===== config.mk =====
export PLATFORM = sky130hd
export DESIGN_NAME = knight_scan
export DESIGN_NICKNAME = d
export VERILOG_FILES = /design/src/rtl/knight_scan.sv
export SDC_FILE = /design/constraint.sdc
export NUM_CORES = 1
export LEC_CHECK = 0
export CORE_AREA = 2 2 39 41
export DETAILED_ROUTE_END_ITERATION = 7
export DIE_AREA = 0 0 41 43
export MAX_ROUTING_LAYER = met4
export PLACE_DENSITY = 0.81
export SETUP_SLACK_MARGIN = 0.4
export SKIP_CTS_REPAIR_TIMING = 1
export SYNTH_ARGS = -nofsm -noshare
export SYNTH_HDL_FRONTEND = slang
export SYNTH_SLANG_ARGS = --single-unit
export TNS_END_PERCENT = 1

===== constraint.sdc =====
create_clock -name ck -period 1.8 [get_ports ck]
set_input_delay 0.18 -clock ck [delete_from_list [all_inputs] [get_ports ck]]
set_output_delay 0.18 -clock ck [all_outputs]
set_load 0.1 [all_outputs]

===== src/rtl/knight_scan.sv =====
// knight_scan: prescaled lamp scanner with bounce/wrap head motion and an optional trail of past positions
module knight_scan #(
  parameter int WIDTH = 8,
  parameter int DIV = 1,
  parameter int TRAIL = 0
) (
  input  logic                     ck,
  input  logic                     res,
  input  logic                     en,
  input  logic                     mode,
  output logic [WIDTH-1:0]         out,
  output logic [$clog2(WIDTH)-1:0] pos,
  output logic                     dir,
  output logic                     tick
);
  localparam int PW = $clog2(WIDTH);
  localparam int CW = DIV > 1 ? $clog2(DIV) : 1;
  localparam logic [PW-1:0] LAST = PW'(WIDTH - 1);
  localparam logic [CW-1:0] CMAX = CW'(DIV - 1);
  logic [CW-1:0] cnt;
  logic step, nxt_dir;
  logic [PW-1:0] nxt_pos, fwd, bwd;
  logic [WIDTH-1:0] trail_mask;
  always_comb begin
    step = en && cnt == CMAX;
    fwd = pos == LAST ? '0 : pos + 1'b1;
    bwd = pos == '0 ? LAST : pos - 1'b1;
    nxt_dir = mode ? dir : (dir ? pos != '0 : pos == LAST);
    nxt_pos = mode ? (dir ? bwd : fwd) : (nxt_dir ? pos - 1'b1 : pos + 1'b1);
  end
  always_ff @(posedge ck)
    if (!res) begin
      cnt <= '0;
      pos <= '0;
      dir <= 1'b0;
      tick <= 1'b0;
    end else begin
      tick <= step;
      if (en) cnt <= step ? '0 : cnt + 1'b1;
      if (step) begin
        pos <= nxt_pos;
        dir <= nxt_dir;
      end
    end
  if (TRAIL > 0) begin : g_trail
    logic [PW-1:0] hist [TRAIL];
    always_ff @(posedge ck)
      if (!res) hist <= '{default: '0};
      else if (step) begin
        hist[0] <= pos;
        for (int i = 1; i < TRAIL; i++) hist[i] <= hist[i-1];
      end
    always_comb begin
      trail_mask = '0;
      for (int i = 0; i < TRAIL; i++) trail_mask = trail_mask | (WIDTH'(1) << hist[i]);
    end
  end else begin : g_none
    assign trail_mask = '0;
  end
  assign out = (WIDTH'(1) << pos) | trail_mask;
endmodule

### Word level (Yosys, flattened, before mapping)

Index checks and enable logic that the tools add are counted.

* mux-type cells: 8
* div/mod/pow operators: 0
* reductions and logical operators: 3
* shifts and indexed selects: 1
* bitwise gates (word level): 1
* magnitude comparators: 0
* $mul: 0
* equality and inequality tests: 1
* add/subtract/negate cells: 3

Operators with widths (number)
* 3-bit two-way mux: 5
* 1-bit by 3-bit left shift with 8-bit output, first input constant: 1
* 3-bit by 1-bit adder with 3-bit output, second input constant: 1
* 3-bit equality test, second input constant: 1
* 3-bit zero test: 1
* 1-bit two-way mux: 3
* 3-bit nonzero test: 1
* 3-bit by 1-bit subtractor with 3-bit output, second input constant: 1
* 1-bit adder, second input constant: 1
* 1-bit logical AND: 1
* 1-bit NOT: 1

* input port bits: 4
* bits in writable memories: 0
* memories kept: 0
* bits in read-only memories: 0
* output and inout port bits: 13
* flip-flop bits (word level): 6
* latch bits: 0

### Logic depth before layout (Yosys ltp)

Gate-level depths: netlist (run 1).

* depth after elaboration: 5
* gate-level depth with buffers: 6
* mapped depth without buffers: 6

### Worst setup path before layout (run 1)

Ideal clock, no wire load.

* path type: register -> output
* start: reg pos[0]
* end: out out[1]
* cell stages (with the launch flop): 3
* path slack: -1.024 ns
* arrival: 2.644 ns
* buffers on the path: 0
* cell sequence: dfxtp_1 ha_1 nor2b_1

* cells in the longest elaborated chain, start to end: 1

RTL lines
* start, declared: line 12 `output logic [$clog2(WIDTH)-1:0] pos,`
* start signal, assigned: line 41 `pos <= nxt_pos;`
* 1-bit by 3-bit left shift with 8-bit output: line 60 `assign out = (WIDTH'(1) << pos) | trail_mask;`
* end, declared: line 11 `output logic [WIDTH-1:0] out,`

No other way between the ends.

### Final worst setup path (run 1)

* start: reg pos[0]
* end: reg pos[1]

* cells in the longest elaborated chain, start to end: 5
* elaborated cells on any way between the ends: 12
* those cells by class: 2 x add/sub; 1 x eq/ne; 7 x mux; 2 x reduce/logical

RTL lines
* parallel branches: the longest is 4 deep, another holds 3-bit by 1-bit adder with 3-bit output
* 3-bit two-way mux (*): line 29 `nxt_pos = mode ? (dir ? bwd : fwd) : (nxt_dir ? pos - 1'b1 : pos + 1'b1);`

Mark *: on every way between the ends.
A chain may end at the register's enable or synchronous reset.

==> impl_metrics.json, run 1 <==
{
  "crit_type": "flop to flop",
  "viasPerCell": 5.229,
  "clock_latency_ns": 0.25,
  "ys_ff_latch": 6,
  "drt_iter0_markers": 9,
  "synth_top_cell_by_area": "dfxtp_1",
  "hp-class": "flop to flop",
  "die_h_um": 43,
  "pwr_density_cell_mw_per_mm2": 651.3,
  "syn_nets": 75,
  "grt_pass1_vias": 432,
  "crit_path_top_delay_cell": "dfxtp_4",
  "grt-ovfl-total": 0,
  "cts_tree": "built",
  "holdWs_ns": 0.4976,
  "cp_max_fo": 6,
  "setup_viol": 0,
  "grt.total_usage": 0.1505,
  "fin_skew_ns": 0.01127,
  "synthArstFlopShare": 0,
  "cpLargestDelayFamily": "flip-flops",
  "wl_um": 1062,
  "synth-edff-count": 0,
  "ir_worst_vdd_mv": 0.3105,
  "maxCapViolations": 0,
  "ios": 17,
  "dr.pass1.iters": 4,
  "grt_pass1_wl_um": 1711,
  "syn2layout_area_growth_pct": 73.77,
  "worstReg2RegStart": "pos[0]$_SDFFE_PN0P_",
  "hold_viol": 0,
  "synthTopCellsByArea": "dfxtp_1 24%, ha_1 22%, a21oi_1 5.9%",
  "fp.dieW_um": 41,
  "grt_max_degree": 17,
  "worstPathRequired_ns": 1.97,
  "cts_root_buffer": "clkbuf_4",
  "leakage_nw": 0.3662,
  "synthDistinctLibCells": 26,
  "nets": 94,
  "htree_levels": 1,
  "cp-end-kind": "flop",
  "final_antenna_net_count": 0,
  "antenna_found_initial": 0,
  "synth_most_common_cell": "ha_1",
  "crit_path_max_incr_delay_ns": 0.37,
  "synth.top_cells.by_count": "9 x ha_1, 6 x a21oi_1, 6 x dfxtp_1",
  "synth-seq-area-share": 0.2353,
  "clk_pin_slew_ns": 0.05,
  "core-area_mm2": 0.001384,
  "num_rows": 14,
  "max-slew-margin-rel": 0.7850,
  "fillers": 113,
  "gp_congestion": 0.7469,
  "period_share": 0.7766,
  "ys_warn_count": 0,
  "syn_area_per_cell_um2": 8.234,
  "drive_gt1_frac": 0.4750,
  "fp.dieArea_mm2": 0.001763,
  "wl_per_cell_um": 11.06,
  "layout_min_cycle_time_ns": 1.398,
  "critPathLaunchType": "flop",
  "diodes": 0,
  "rsz0062_at_grt": "true",
  "synth-main-ff-cell": "dfxtp_1",
  "cts_num_sinks": 6,
  "syn_inst": 62,
  "cts_buffers": 3,
  "worst_pin_slew_ns": 0.3218,
  "status": "completed",
  "netlist_area_um2": 510.5,
  "start_util": 0.3689,
  "path_buf_inv": 1,
  "max_freq_mhz": 715.4,
  "hp-start": "cnt$_SDFFE_PN0P_",
  "netlist.area_leader.share": 0.2353,
  "via_count": 502,
  "hpwlAfterDp_um": 876.2,
  "port_buffers": 16,
  "clockBufferDepth": 2,
  "drc": 0,
  "drv_slew": 0,
  "fin_tns_setup_ns": 0,
  "critical_path_arrival_ns": 1.57,
  "final_util": 0.6410,
  "path_cells": "inv_4 > ha_4 > and2b_4 > and3b_1 > o32a_1 > o21ai_2",
  "finalPower_mw": 0.5777,
  "critPathLaunch": "pos[0]$_SDFFE_PN0P_"
}
[path summary, 6_finish.rpt]
| kind | endpoint | slack [ns] | depth (start not counted) |
|---|---|---|---|
| setup reg to reg | pos[1]$_SDFFE_PN0P_ | 0.40 | 6 |
| hold / removal | cnt$_SDFFE_PN0P_ | 0.50 | 1 |
| setup / recovery | pos[1]$_SDFFE_PN0P_ | 0.40 | 6 |
| hold reg to reg | cnt$_SDFFE_PN0P_ | 0.50 | 1 |
[placed cells by master (no fill, tap or decap), types with 3 or more instances in the layout]
cell             netlist  layout
dfxtp_4                0       3
nand2_1                5       5
ha_1                   9       3
clkbuf_4               0       3
ha_4                   0       3
buf_4                  0       5
ha_2                   0       3
buf_12                 0       9
inv_1                  5       3
and2_4                 0       3
a21oi_1                6       6
clkdlybuf4s50_1        0       3
[flip-flops by register name (all words and copies together) (netlist names)]
| signal | cells |
|---|---|
| cnt | 1 |
| dir | 1 |
| pos | 3 |
| tick | 1 |
[power by group]
part / total, mW / internal (mW) / switching (mW) / leakage, nW
Sequential: 0.157 / 0.140 / 0.0177 / 0.0517
Clock: 0.132 / 0.0839 / 0.0478 / 0.0150
Combinational: 0.289 / 0.106 / 0.183 / 0.300
[cells by family after synthesis]
group	after synthesis	synth area share
xor+xnor	1	0.01716
compound gates	17	0.2304
buf+inv	8	0.06617
fa+ha+maj	9	0.2206
flops	6	0.2353
simple gates	21	0.2304
[through the flow]
| step | cell area [um2] | instances | setup WS [ns] |
|---|---|---|---|
| after floorplan | 589.3 | 62 | 0.1080 |
| after detailed placement | 842.1 | 92 | 0.2321 |
| after CTS | 868.3 | 96 | 0.3264 |
| after global routing | 887.1 | 96 | 0.3422 |
| final | 887.1 | 96 | 0.4021 |
| after global placement | 842.1 | 92 | 0.2838 |
[area by class of cell]
cell class / instances / area [um2] / area share
Multi-Input combinational cell: 48 / 436.7 / 0.4922
Timing Repair Buffer: 17 / 247.7 / 0.2793
Sequential cell: 6 / 132.6 / 0.1495
Clock buffer: 4 / 26.28 / 0.02962
Inverter: 5 / 23.77 / 0.02680
Tap cell: 16 / 20.02 / 0.02257
[layer usage]
metal	share of wire	global-route usage	vias up
li1	-	-	260
met1	0.43	0.1812	227
met2	0.52	0.2156	13
met3	0.028	0	2
met4	0.018	0.1400	0
met5	0	-	-
Power figures use the tool's default switching activity.
==> run 2: changes to the inputs <==
clock period = 1.3 ns   (was 1.8 ns; I/O delays follow)
==> run 2 against run 1 <==
Against the previous run: the flow now finishes with violations (setup timing); setup slack worse by 0.53 ns; clock-buffer cell count stayed put; global-route usage is 1.7 points higher; sequential cell count stayed put; utilization is 14 points higher; die area stayed put; register-to-register slack worse by 0.45 ns; combinational power is 66% higher; hold slack better by 0.013 ns.
==> impl_metrics.json, run 2 (same netlist as run 1, synthesis figures left out) <==
{
  "leakage_nw": 0.4545,
  "final_cell_mix": "14 x buf_4, 13 x buf_12, 5 x a21oi_1, 5 x nand2_1, 5 x ha_4",
  "status": "finished, violations left",
  "placed_area_um2": 994.7,
  "worstReg2RegStart": "pos[0]$_SDFFE_PN0P_",
  "num_rows": 14,
  "worst_pin_slew_ns": 0.2583,
  "met1_usage": 0.2045,
  "grt_pass1_vias": 507,
  "port_buffers": 16,
  "final_cells": 110,
  "regMostFlops": "pos",
  "maxCapViolations": 0,
  "drive_gt1_frac": 0.5957,
  "fin_skew_ns": 0.01081,
  "crit_type": "flop to output port",
  "start_util": 0.3689,
  "clock_latency_ns": 0.25,
  "viasPerCell": 5.064,
  "cp-end-kind": "output port",
  "cts_root_buffer": "clkbuf_4",
  "max_freq_mhz": 702.6,
  "max-slew-margin-rel": 0.8275,
  "fp.dieArea_mm2": 0.001763,
  "final_util": 0.7830,
  "nets": 108,
  "htree_levels": 1,
  "layout_commonest_cell": "buf_4",
  "finish.instance_area_mm2": 0.001084,
  "worst-r2r-cell-count": 6,
  "violations": "setup timing",
  "die_h_um": 43,
  "hold_path_depth": 1,
  "cts_num_sinks": 6,
  "grt-ovfl-total": 0,
  "grt_util_met3": 0,
  "final_antenna_net_count": 0,
  "grt.total_usage": 0.1672,
  "cts_buffers": 3,
  "pwr_density_cell_mw_per_mm2": 811.0,
  "setup_viol": 10,
  "critPathLaunchType": "flop",
  "core-area_mm2": 0.001384,
  "drv_slew": 0,
  "fp.dieW_um": 41,
  "hp-start": "cnt$_SDFFE_PN0P_",
  "critPathLaunch": "pos[1]$_SDFFE_PN0P_",
  "hpwlAfterDp_um": 975.7,
  "wl_um": 1356,
  "busiest_layer": "met2",
  "grt_max_degree": 13,
  "cts_tree": "built",
  "drt_iter0_markers": 8,
  "clk_pin_slew_ns": 0.05,
  "cp_max_fo": 4,
  "via_count": 557,
  "critical_path_arrival_ns": 1.29,
  "fin_tns_setup_ns": -0.8434,
  "grtUsageMet2": 0.2531,
  "dp.cells": 106,
  "syn2layout_area_growth_pct": 112.3,
  "wl_per_cell_um": 12.33,
  "ios": 17,
  "ir_worst_vdd_mv": 0.5301,
  "dr.pass1.iters": 4,
  "hold_viol": 0,
  "worstPathRequired_ns": 1.17,
  "diodes": 0,
  "rsz0062_at_grt": "true",
  "hp-class": "flop to flop",
  "gp_congestion": 0.7936,
  "clockBufferDepth": 2,
  "largest_reg_flops": 3,
  "antenna_found_initial": 0,
  "layout_min_cycle_time_ns": 1.423,
  "drc": 0,
  "grt_pass1_wl_um": 1987,
  "setup_ws_ns": -0.1232,
  "period_share": 1.095
}
==> run 2: critical path: stages (launching register included) <==
cell and delay (ns):
dfxtp_4 0.38, ha_4 0.19, buf_4 0.12, ha_2 0.18, buf_12 0.17
==> run 2: path summary, 6_finish.rpt <==
check	slack [ns]	to
max	-0.12	out[3]
max reg2reg	-0.05	pos[1]$_SDFFE_PN0P_
min	0.51	cnt$_SDFFE_PN0P_
min reg2reg	0.51	cnt$_SDFFE_PN0P_
==> run 2: report_power, final <==
| part | switching, mW | internal, mW | leakage [nW] |
|---|---|---|---|
| registers | 0.0199 | 0.191 | 0.0522 |
| logic | 0.277 | 0.203 | 0.387 |
| clock network | 0.0711 | 0.116 | 0.0150 |
==> run 2: stage by stage <==
stage          power, mW  hold slack (ns)  setup slack (ns)
5_1_grt           0.9171           0.5268           -0.1599
4_1_cts           0.8699           0.5163           -0.1992
2_1_floorplan     0.4975           0.2560           -0.3920
3_5_place_dp      0.6750           0.5005           -0.1445
6_report          0.8788           0.5105           -0.1232
3_3_place_gp      0.6674           0.4830           -0.1160
==> run 2: final cells by class <==
class | instances | area [um2]
clock buffers | 4 | 26.28
fillers | 84 | 300.3
inverters | 5 | 23.77
multi-input cells | 48 | 470.5
flip-flops and latches | 6 | 136.4
well taps | 16 | 20.02
repair buffers | 31 | 406.6
==> run 2: layer usage <==
layer	vias up	share of wire
met5	-	0
met4	0	0
met3	0	0.027
met2	13	0.52
met1	261	0.46
li1	283	-
